<file path="src/rtl/instr_loader_pkg.sv">
// Shared types and constants for the program loader and the instruction memory.
// LOADER_CHECKSUM_EN adds the CHECK state used by the trailing-checksum option.
package instr_loader_pkg;

  localparam logic [31:0] BOOT_VECTOR    = 32'hBFC00000;
  localparam int unsigned IMEM_BYTES     = 4096;
  localparam int unsigned BYTES_PER_WORD = 4;
  localparam int unsigned BYTE_IDX_W     = 2;
  localparam int unsigned WORD_W         = 32;

  typedef enum logic [2:0] {
    IDLE,
    RECV,
    WRITE,
    DONE,
    ERROR
`ifdef LOADER_CHECKSUM_EN
    ,
    CHECK
`endif
  } loader_state_t;

endpackage

</file>
<file path="src/rtl/instr_word_packer.sv">
// Packs stream bytes MSB first into one word; byte 0 of a word lands in the top byte.
module instr_word_packer
  import instr_loader_pkg::*;
#(
  parameter int unsigned D_WIDTH = 8
) (
  input  logic                              clk,
  input  logic                              rst_n,
  input  logic                              clear_i,
  input  logic                              push_i,
  input  logic [D_WIDTH-1:0]                byte_i,
  output logic [BYTES_PER_WORD*D_WIDTH-1:0] word_c,
  output logic                              word_ready_c
);

  localparam int unsigned WW = BYTES_PER_WORD * D_WIDTH;

  logic [WW-1:0]         shift_q, shift_d;
  logic [BYTE_IDX_W-1:0] byte_idx_q, byte_idx_d;

  // Current byte merged into the partial word, so a completed word is visible on its last byte.
  always_comb begin
    word_c = shift_q;
    for (int unsigned b = 0; b < BYTES_PER_WORD; b++) begin
      if (byte_idx_q == BYTE_IDX_W'(b)) begin
        word_c[WW-1-D_WIDTH*b -: D_WIDTH] = byte_i;
      end
    end
  end

  assign word_ready_c = push_i && (byte_idx_q == BYTE_IDX_W'(BYTES_PER_WORD - 1));

  always_comb begin
    shift_d    = shift_q;
    byte_idx_d = byte_idx_q;
    if (clear_i) begin
      shift_d    = '0;
      byte_idx_d = '0;
    end else if (push_i) begin
      shift_d    = word_c;
      byte_idx_d = byte_idx_q + BYTE_IDX_W'(1);
    end
  end

  always_ff @(posedge clk or negedge rst_n) begin
    if (!rst_n) begin
      shift_q    <= '0;
      byte_idx_q <= '0;
    end else begin
      shift_q    <= shift_d;
      byte_idx_q <= byte_idx_d;
    end
  end

endmodule

</file>
<file path="src/rtl/instr_loader.sv">
// Program loader: streams an image into instruction memory and holds the CPU in reset until done.
// Define LOADER_CHECKSUM_EN to require a trailing XOR checksum byte before release.
module instr_loader
  import instr_loader_pkg::*;
#(
  parameter int unsigned         A_WIDTH     = 32,
  parameter int unsigned         D_WIDTH     = 8,
  parameter logic [A_WIDTH-1:0]  BASE_ADDR   = A_WIDTH'(BOOT_VECTOR),
  parameter int unsigned         DEPTH_BYTES = IMEM_BYTES
) (
  input  logic               clk,
  input  logic               rst_n,
  input  logic               start,
  input  logic [A_WIDTH-1:0] num_words,
  input  logic               in_valid,
  input  logic [D_WIDTH-1:0] in_data,
  output logic               in_ready,
  output logic               mem_we,
  output logic [A_WIDTH-1:0] mem_addr,
  output logic [WORD_W-1:0]  mem_wdata,
  output logic               busy,
  output logic               done,
  output logic               err,
  output logic               cpu_rst_n
);

  localparam int unsigned REQ_W = A_WIDTH + 2;

  loader_state_t state_q, state_d;

  logic [A_WIDTH-1:0] num_words_q, num_words_d;
  logic [A_WIDTH-1:0] word_idx_q, word_idx_d;
  logic [A_WIDTH-1:0] mem_addr_q, mem_addr_d;
  logic [WORD_W-1:0]  mem_wdata_q, mem_wdata_d;
  logic               in_ready_q, in_ready_d;
  logic               mem_we_q, mem_we_d;
  logic               busy_q, busy_d;
  logic               done_q, done_d;
  logic               err_q, err_d;
  logic               cpu_rst_n_q, cpu_rst_n_d;

`ifdef LOADER_CHECKSUM_EN
  logic [D_WIDTH-1:0] csum_q, csum_d;
`endif

  logic                              fire_c;
  logic                              push_c;
  logic                              pack_clear_c;
  logic                              word_ready_c;
  logic [BYTES_PER_WORD*D_WIDTH-1:0] word_c;
  logic [REQ_W-1:0]                  bytes_req_c;
  logic                              too_big_c;

  assign fire_c      = in_valid && in_ready_q;
  assign push_c      = fire_c && (state_q == RECV);
  // Byte count is formed two bits wider so an oversized image cannot wrap past the check.
  assign bytes_req_c = {num_words, 2'b00};
  assign too_big_c   = bytes_req_c > REQ_W'(DEPTH_BYTES);

  instr_word_packer #(
    .D_WIDTH (D_WIDTH)
  ) u_packer (
    .clk          (clk),
    .rst_n        (rst_n),
    .clear_i      (pack_clear_c),
    .push_i       (push_c),
    .byte_i       (in_data),
    .word_c       (word_c),
    .word_ready_c (word_ready_c)
  );

  // Next-state logic; registered outputs are decoded from the next state.
  always_comb begin
    state_d      = state_q;
    num_words_d  = num_words_q;
    word_idx_d   = word_idx_q;
    mem_addr_d   = mem_addr_q;
    mem_wdata_d  = mem_wdata_q;
    pack_clear_c = 1'b0;
`ifdef LOADER_CHECKSUM_EN
    csum_d       = csum_q;
`endif

    case (state_q)
      IDLE, DONE, ERROR: begin
        if (start) begin
          if (too_big_c) begin
            state_d = ERROR;
          end else if (num_words == '0) begin
            state_d = DONE;
          end else begin
            state_d      = RECV;
            num_words_d  = num_words;
            word_idx_d   = '0;
            pack_clear_c = 1'b1;
`ifdef LOADER_CHECKSUM_EN
            csum_d       = '0;
`endif
          end
        end
      end
      RECV: begin
`ifdef LOADER_CHECKSUM_EN
        if (push_c) begin
          csum_d = csum_q ^ in_data;
        end
`endif
        if (word_ready_c) begin
          state_d     = WRITE;
          mem_addr_d  = BASE_ADDR + (word_idx_q << 2);
          mem_wdata_d = WORD_W'(word_c);
        end
      end
      WRITE: begin
        word_idx_d = word_idx_q + A_WIDTH'(1);
        if (word_idx_d == num_words_q) begin
`ifdef LOADER_CHECKSUM_EN
          state_d = CHECK;
`else
          state_d = DONE;
`endif
        end else begin
          state_d = RECV;
        end
      end
`ifdef LOADER_CHECKSUM_EN
      CHECK: begin
        if (fire_c) begin
          state_d = (in_data == csum_q) ? DONE : ERROR;
        end
      end
`endif
      default: state_d = IDLE;
    endcase

    in_ready_d  = (state_d == RECV);
    busy_d      = (state_d == RECV) || (state_d == WRITE);
`ifdef LOADER_CHECKSUM_EN
    in_ready_d  = in_ready_d || (state_d == CHECK);
    busy_d      = busy_d || (state_d == CHECK);
`endif
    mem_we_d    = (state_d == WRITE);
    done_d      = (state_d == DONE);
    err_d       = (state_d == ERROR);
    cpu_rst_n_d = (state_d == DONE);
  end

  always_ff @(posedge clk or negedge rst_n) begin
    if (!rst_n) begin
      state_q     <= IDLE;
      num_words_q <= '0;
      word_idx_q  <= '0;
      mem_addr_q  <= '0;
      mem_wdata_q <= '0;
      in_ready_q  <= 1'b0;
      mem_we_q    <= 1'b0;
      busy_q      <= 1'b0;
      done_q      <= 1'b0;
      err_q       <= 1'b0;
      cpu_rst_n_q <= 1'b0;
    end else begin
      state_q     <= state_d;
      num_words_q <= num_words_d;
      word_idx_q  <= word_idx_d;
      mem_addr_q  <= mem_addr_d;
      mem_wdata_q <= mem_wdata_d;
      in_ready_q  <= in_ready_d;
      mem_we_q    <= mem_we_d;
      busy_q      <= busy_d;
      done_q      <= done_d;
      err_q       <= err_d;
      cpu_rst_n_q <= cpu_rst_n_d;
    end
  end

`ifdef LOADER_CHECKSUM_EN
  always_ff @(posedge clk or negedge rst_n) begin
    if (!rst_n) begin
      csum_q <= '0;
    end else begin
      csum_q <= csum_d;
    end
  end
`endif

  assign in_ready  = in_ready_q;
  assign mem_we    = mem_we_q;
  assign mem_addr  = mem_addr_q;
  assign mem_wdata = mem_wdata_q;
  assign busy      = busy_q;
  assign done      = done_q;
  assign err       = err_q;
  assign cpu_rst_n = cpu_rst_n_q;

endmodule

</file>
<file path="config.mk">
export PLATFORM = sky130hd
export DESIGN_NAME = instr_loader
export DESIGN_NICKNAME = d
export VERILOG_FILES = /design/src/rtl/instr_loader_pkg.sv /design/src/rtl/instr_word_packer.sv /design/src/rtl/instr_loader.sv
export SDC_FILE = /design/constraint.sdc
export NUM_CORES = 1
export LEC_CHECK = 0
export ABC_AREA = 1
export BUFFER_PORTS_ARGS = -buffer_cell sky130_fd_sc_hd__buf_2
export CAP_MARGIN = 20
export CORE_MARGIN = 5
export CORE_UTILIZATION = 40
export DETAILED_ROUTE_END_ITERATION = 7
export SYNTH_ARGS = -nofsm -noshare
export SYNTH_HDL_FRONTEND = slang
export SYNTH_HIERARCHICAL = 1
export SYNTH_SLANG_ARGS = --single-unit
</file>
<file path="constraint.sdc">
create_clock -name clk -period 5.04 [get_ports clk]
set_input_delay 0.756 -clock clk [delete_from_list [all_inputs] [get_ports clk]]
set_output_delay 0.756 -clock clk [all_outputs]
set_load 0.01 [all_outputs]
</file>
==> Yosys cells after proc, flatten, opt, wreduce, memory -nomap -nowiden <==
Index checks and enable logic that the tools add are counted.
Widths: inputs -> output; s select.
{ "totals": {"ff_bits": 170, "in_bits": 44, "output_inout_bits": 70, "elab_cells": 68} }
{ "op_classes": {"n_addsub": 3, "magnitude_cmp": 1, "eq_ne": 15, "n_mux": 22, "n_bitwise": 2, "n_reduce_logical": 13} }
{ "op_table": {"columns": ["cell", "count"], "rows": [
  ["$mux 32", 5],
  ["$pmux 32 s2", 1],
  ["$gt 34x13->1 const B", 1],
  ["$add 32x1->32 const B", 1],
  ["$add 32x32->32 const A", 1],
  ["$eq 32x32->1", 1],
  ["$logic_not 32->1", 1],
  ["$mux 8", 4],
  ["$eq 3x2->1 const B", 4],
  ["$mux 3", 3],
  ["$pmux 3 s3", 1],
  ["$mux 2", 4],
  ["$reduce_and 4->1", 2],
  ["$eq 3x1->1 const B", 2],
  ["$eq 3x3->1 const B", 2],
  ["$ne 2x2->1 const B", 3],
  ["$eq 2x2->1 const B", 2],
  ["$mux 1", 4],
  ["$reduce_bool 2->1", 2],
  ["$logic_and 1x1->1", 3],
  ["$logic_not 3->1", 1],
  ["$reduce_or 3->1", 1],
  ["$add 2x1->2 const B", 1],
  ["$eq 2x1->1 const B", 1],
  ["4 further kinds", 5]
]} }

==> Longest topological paths before layout <==
{ "depth": {"ltp_word": 7, "mapped_depth": 16, "depth_no_buf": 16} }

==> Hierarchy <==
The synthesis kept the hierarchy.
{ "by_module_without_submodules": {"columns": ["module", "n_inst", "cells_each", "area_each_um2", "seq_area_each_um2"], "rows": [
  ["instr_loader", 1, 923, 6835.3, 3353.2],
  ["instr_word_packer", 1, 256, 1751.7, 850.8]
]} }

==> Least setup slack after synthesis <==
No wires, ideal clock.
{ "synth_path": {"path_type": "in2reg", "start": "input port num_words[2]", "end": "register u_packer.shift_q[0]", "setup_ns": 0.065, "arrival_ns": 2.210, "required_time_ns": 4.975, "setup_slack_ns": 2.765, "cell_stages": 13, "path_buffers": 2, "cell_sequence": "inv_1 nand2_1 nor4_1 nand3_1 nor2_1 nor2_1 nand2_1 buf_2 inv_2 nor2_2 buf_2 nand2_1 nand2_1"} }
{ "synth_between": {"elab_chain_cells": 6, "elab_cells_between_ends": 8, "classes_between": "order compare: 1; mux: 5; reduce/logical: 2"} }
{ "synth_rtl": {"columns": ["element", "line_no", "text"], "rows": [
  ["start: declaration", "instr_loader.sv:14", "input logic [A_WIDTH-1:0] num_words,"],
  ["branches (longest 2 deep; another with $gt 34x13->1)", null, null],
  ["$mux 1 (*)", "instr_loader.sv:87", "if (too_big_c) begin"],
  ["$mux 1 (*)", "instr_loader.sv:86", "if (start) begin"],
  ["$mux 1 (*)", "instr_loader.sv:84", "case (state_q)"],
  ["via pack_clear_c", "instr_loader.sv:48", "logic pack_clear_c;"],
  ["$mux 32 or $reduce_bool 2->1 (tied branches)", null, null],
  ["end signal: assignment", "instr_word_packer.sv:50", "shift_q <= shift_d;"],
  ["end: declaration", "instr_word_packer.sv:18", "logic [WW-1:0] shift_q, shift_d;"]
]} }
Mark *: on every way through the listed nets, which the timed path passes.
A chain may end at the register's enable or synchronous reset.

==> Final worst setup path <==
{ "layout_path": {"start": "input port num_words[6]", "end": "register u_packer.shift_q[30]"} }
Same word-level chain as after synthesis.

==> metrics.txt <==
Core ar. roughly 21000 um2; critical path type primary input to register; DR iter-0 viols 576; Die Wd 157 um; largest net degree at the start of global routing 95; Initial Utilization 40.7%; # setup viols final 0; Synth cell types 34; GP Congestion 0.847; PortBufs around 110; leakage power 5.85 nW; die area 24500 um2; Reg clk slew, reported paths about 70 ps; clock tree buffer depth 2; most common cell after layout, fill and taps aside nand2_1; final instance area 9950 um2; Tightest Pin Transition a little under 900 ps; Max Clk Rate around 330 MHz; Syn Inst Count 1179; Synth top area share 49.0%; Layout fillers 2122; Hold Vio Cnt, Final 0; arrival time worst endpoint about 3400 ps; first-pass GRT wire length 37300 um; post-synthesis area per instance 7.28 um2; worst reg-to-reg setup slack 2350 ps; Area contributors post-synth dfrtp_1 (49%), nand2_1 (24%), inv_1 (5.0%), nand3_1 (3.7%), nor2_1 (3.6%); Layout area overhead 15.8%; final hold slack 408 ps; Post-CTS Repair Setup Buffers 0; WL per Instance 14.3 um; Max-Cap Viols 0; GRT Resource Usage Total between 10% and 20%; vias in the first global route 7444; Antenna Cells 0; Root Buffer clkbuf_16; Fin Setup TNS 0 ps; Worst Clk Skew 19.9 ps; row count 53; Startpoint Class primary input; PostCTS Resize Cnt 0; via count ~7600; TritonCTS Sinks 168; Pwr Density 304 nW/um2; Final #Nets 1331; most frequent cells in the layout nand2_1 (560), dfrtp_1 (168), inv_1 (115), buf_2 (110), nor2_1 (82); Peak VDD IR between 0.15 and 0.2 mV; antenna violations before repair 0; cell taking the most area after synthesis dfrtp_1; Yosys reg bits 168; HP Class primary input to asynchronous set/reset pin; Min Clock Period, post-route between 3000 and 4000 ps; fin. max-slew vios 0; CTS tree yes; Final Util 47.2%; worst relative slew slack about two fifths; boundary pin count roughly 110; register area share after synthesis approximately 50%; setup repair after global routing missed its margin no; Yosys Warn Count 6; Mapped Area 8590 um2; Die Y 157 um; final WL between 20000 and 25000 um; Final period util 59.6%; 1st-pass router iterations 7; GRT Residual Overflow 0; Worst setup EP type register; DP Wirelength 15900 um; worst skew pair latency 440 ps; final antenna-violating net count 0; outcome completed; worst path required time 5410 ps; DR vias/cell 4.83; Placed Area 9390 um2; CP Max Fanout 34; drt drc 0; CTS buffer count 17; share of layout cells above drive strength 1 roughly 14%; Post-CTS Hold Buffers 0; H-tree depth 4
==> sequential cells by signal (all words and copies together) (netlist names) <==
signal and count:
mem_wdata 32, num_words_q 32, u_packer/shift_q 32, word_idx_q 32, mem_addr 30, state_q 3
u_packer/byte_idx_q 2, busy 1, cpu_rst_n 1, err 1, in_ready 1, mem_we 1
==> through the flow <==
step / cells / worst slack, ps / total power, mW
4_1_cts: 1568 / 2010 / 3.05
6_report: 1568 / 2040 / 3.02
2_1_floorplan: 1180 / 2760 / 1.66
5_1_grt: 1568 / 1680 / 3.17
3_5_place_dp: 1536 / 1590 / 1.78
3_3_place_gp: 1536 / 1660 / 1.78
==> layer usage <==
layer  part of all wire [%]  GRT usage (%)  routed length (um)  vias up
met5                      0              0                   0        -
li1                       -              -                   -     3853
met1                     47           26.0               10500     3522
met2                     47           30.9               10700      177
met4                    1.4           5.04                 323        0
met3                    4.3           3.43                 965       20
==> cells by family after synthesis <==
group	synth area share, %
AOI/OAI and AO/OA	5.45
xor gates and xnor gates	0.874
adders and majority gates	1.02
buffers and inverters	7.27
DFF	49.0
other	0.0437
and+or+nand+nor	36.4
==> worst max-delay path, stage by stage <==
cell,delay [ps]
buf_2,100
inv_1,60
nand4_1,100
nor4_1,280
nand3_1,110
nor2_1,140
nor2_1,60
nand2_1,560
inv_2,220
nor2_4,710
nand2_1,160
nand2_1,90
==> path summary, 6_finish.rpt <==
path | cells after the start | end | from
max | 12 | u_packer/shift_q[30] | num_words[6]
min | 1 | mem_addr[14] | rst_n
max reg2reg | 11 | u_packer/byte_idx_q[0] | state_q[2]
min reg2reg | 2 | mem_wdata[28] | mem_wdata[28]
max in group asynchronous | 2 | u_packer/shift_q[1] | rst_n
min in group clk | 2 | mem_wdata[28] | mem_wdata[28]
==> cell usage after synthesis, drive strengths merged <==
library cell / count
inv: 118
clkbuf: 20
buf: 18
nor2: 95
xor2: 6
xnor3: 1
o22ai: 21
a31oi: 3
conb: 1
nor4: 2
ha: 7
a21oi: 1
dfrtp: 168
and2: 1
a21boi: 1
nand4: 8
nand2: 567
a41oi: 1
clkinv: 1
nand3: 65
nor3: 1
nand3b: 15
o21ai: 57
o221a: 1
==> cell type report <==
class | instances | area (um2) | area share, %
Clock buffer | 18 | 429 | 4.31
Sequential cell | 168 | 4200 | 42.3
Timing Repair Buffer | 119 | 622 | 6.25
Inverter | 119 | 447 | 4.49
Multi-Input combinational cell | 855 | 3770 | 37.9
Tap cell | 275 | 344 | 3.46
Clock inverter | 14 | 126 | 1.27
==> power by group <==
part	switching, mW	internal [mW]	total [mW]
registers	0.0254	1.37	1.39
clock network	0.613	0.655	1.27
logic	0.253	0.110	0.363
total	0.892	2.13	3.02
(Power assumes the default switching activity.)
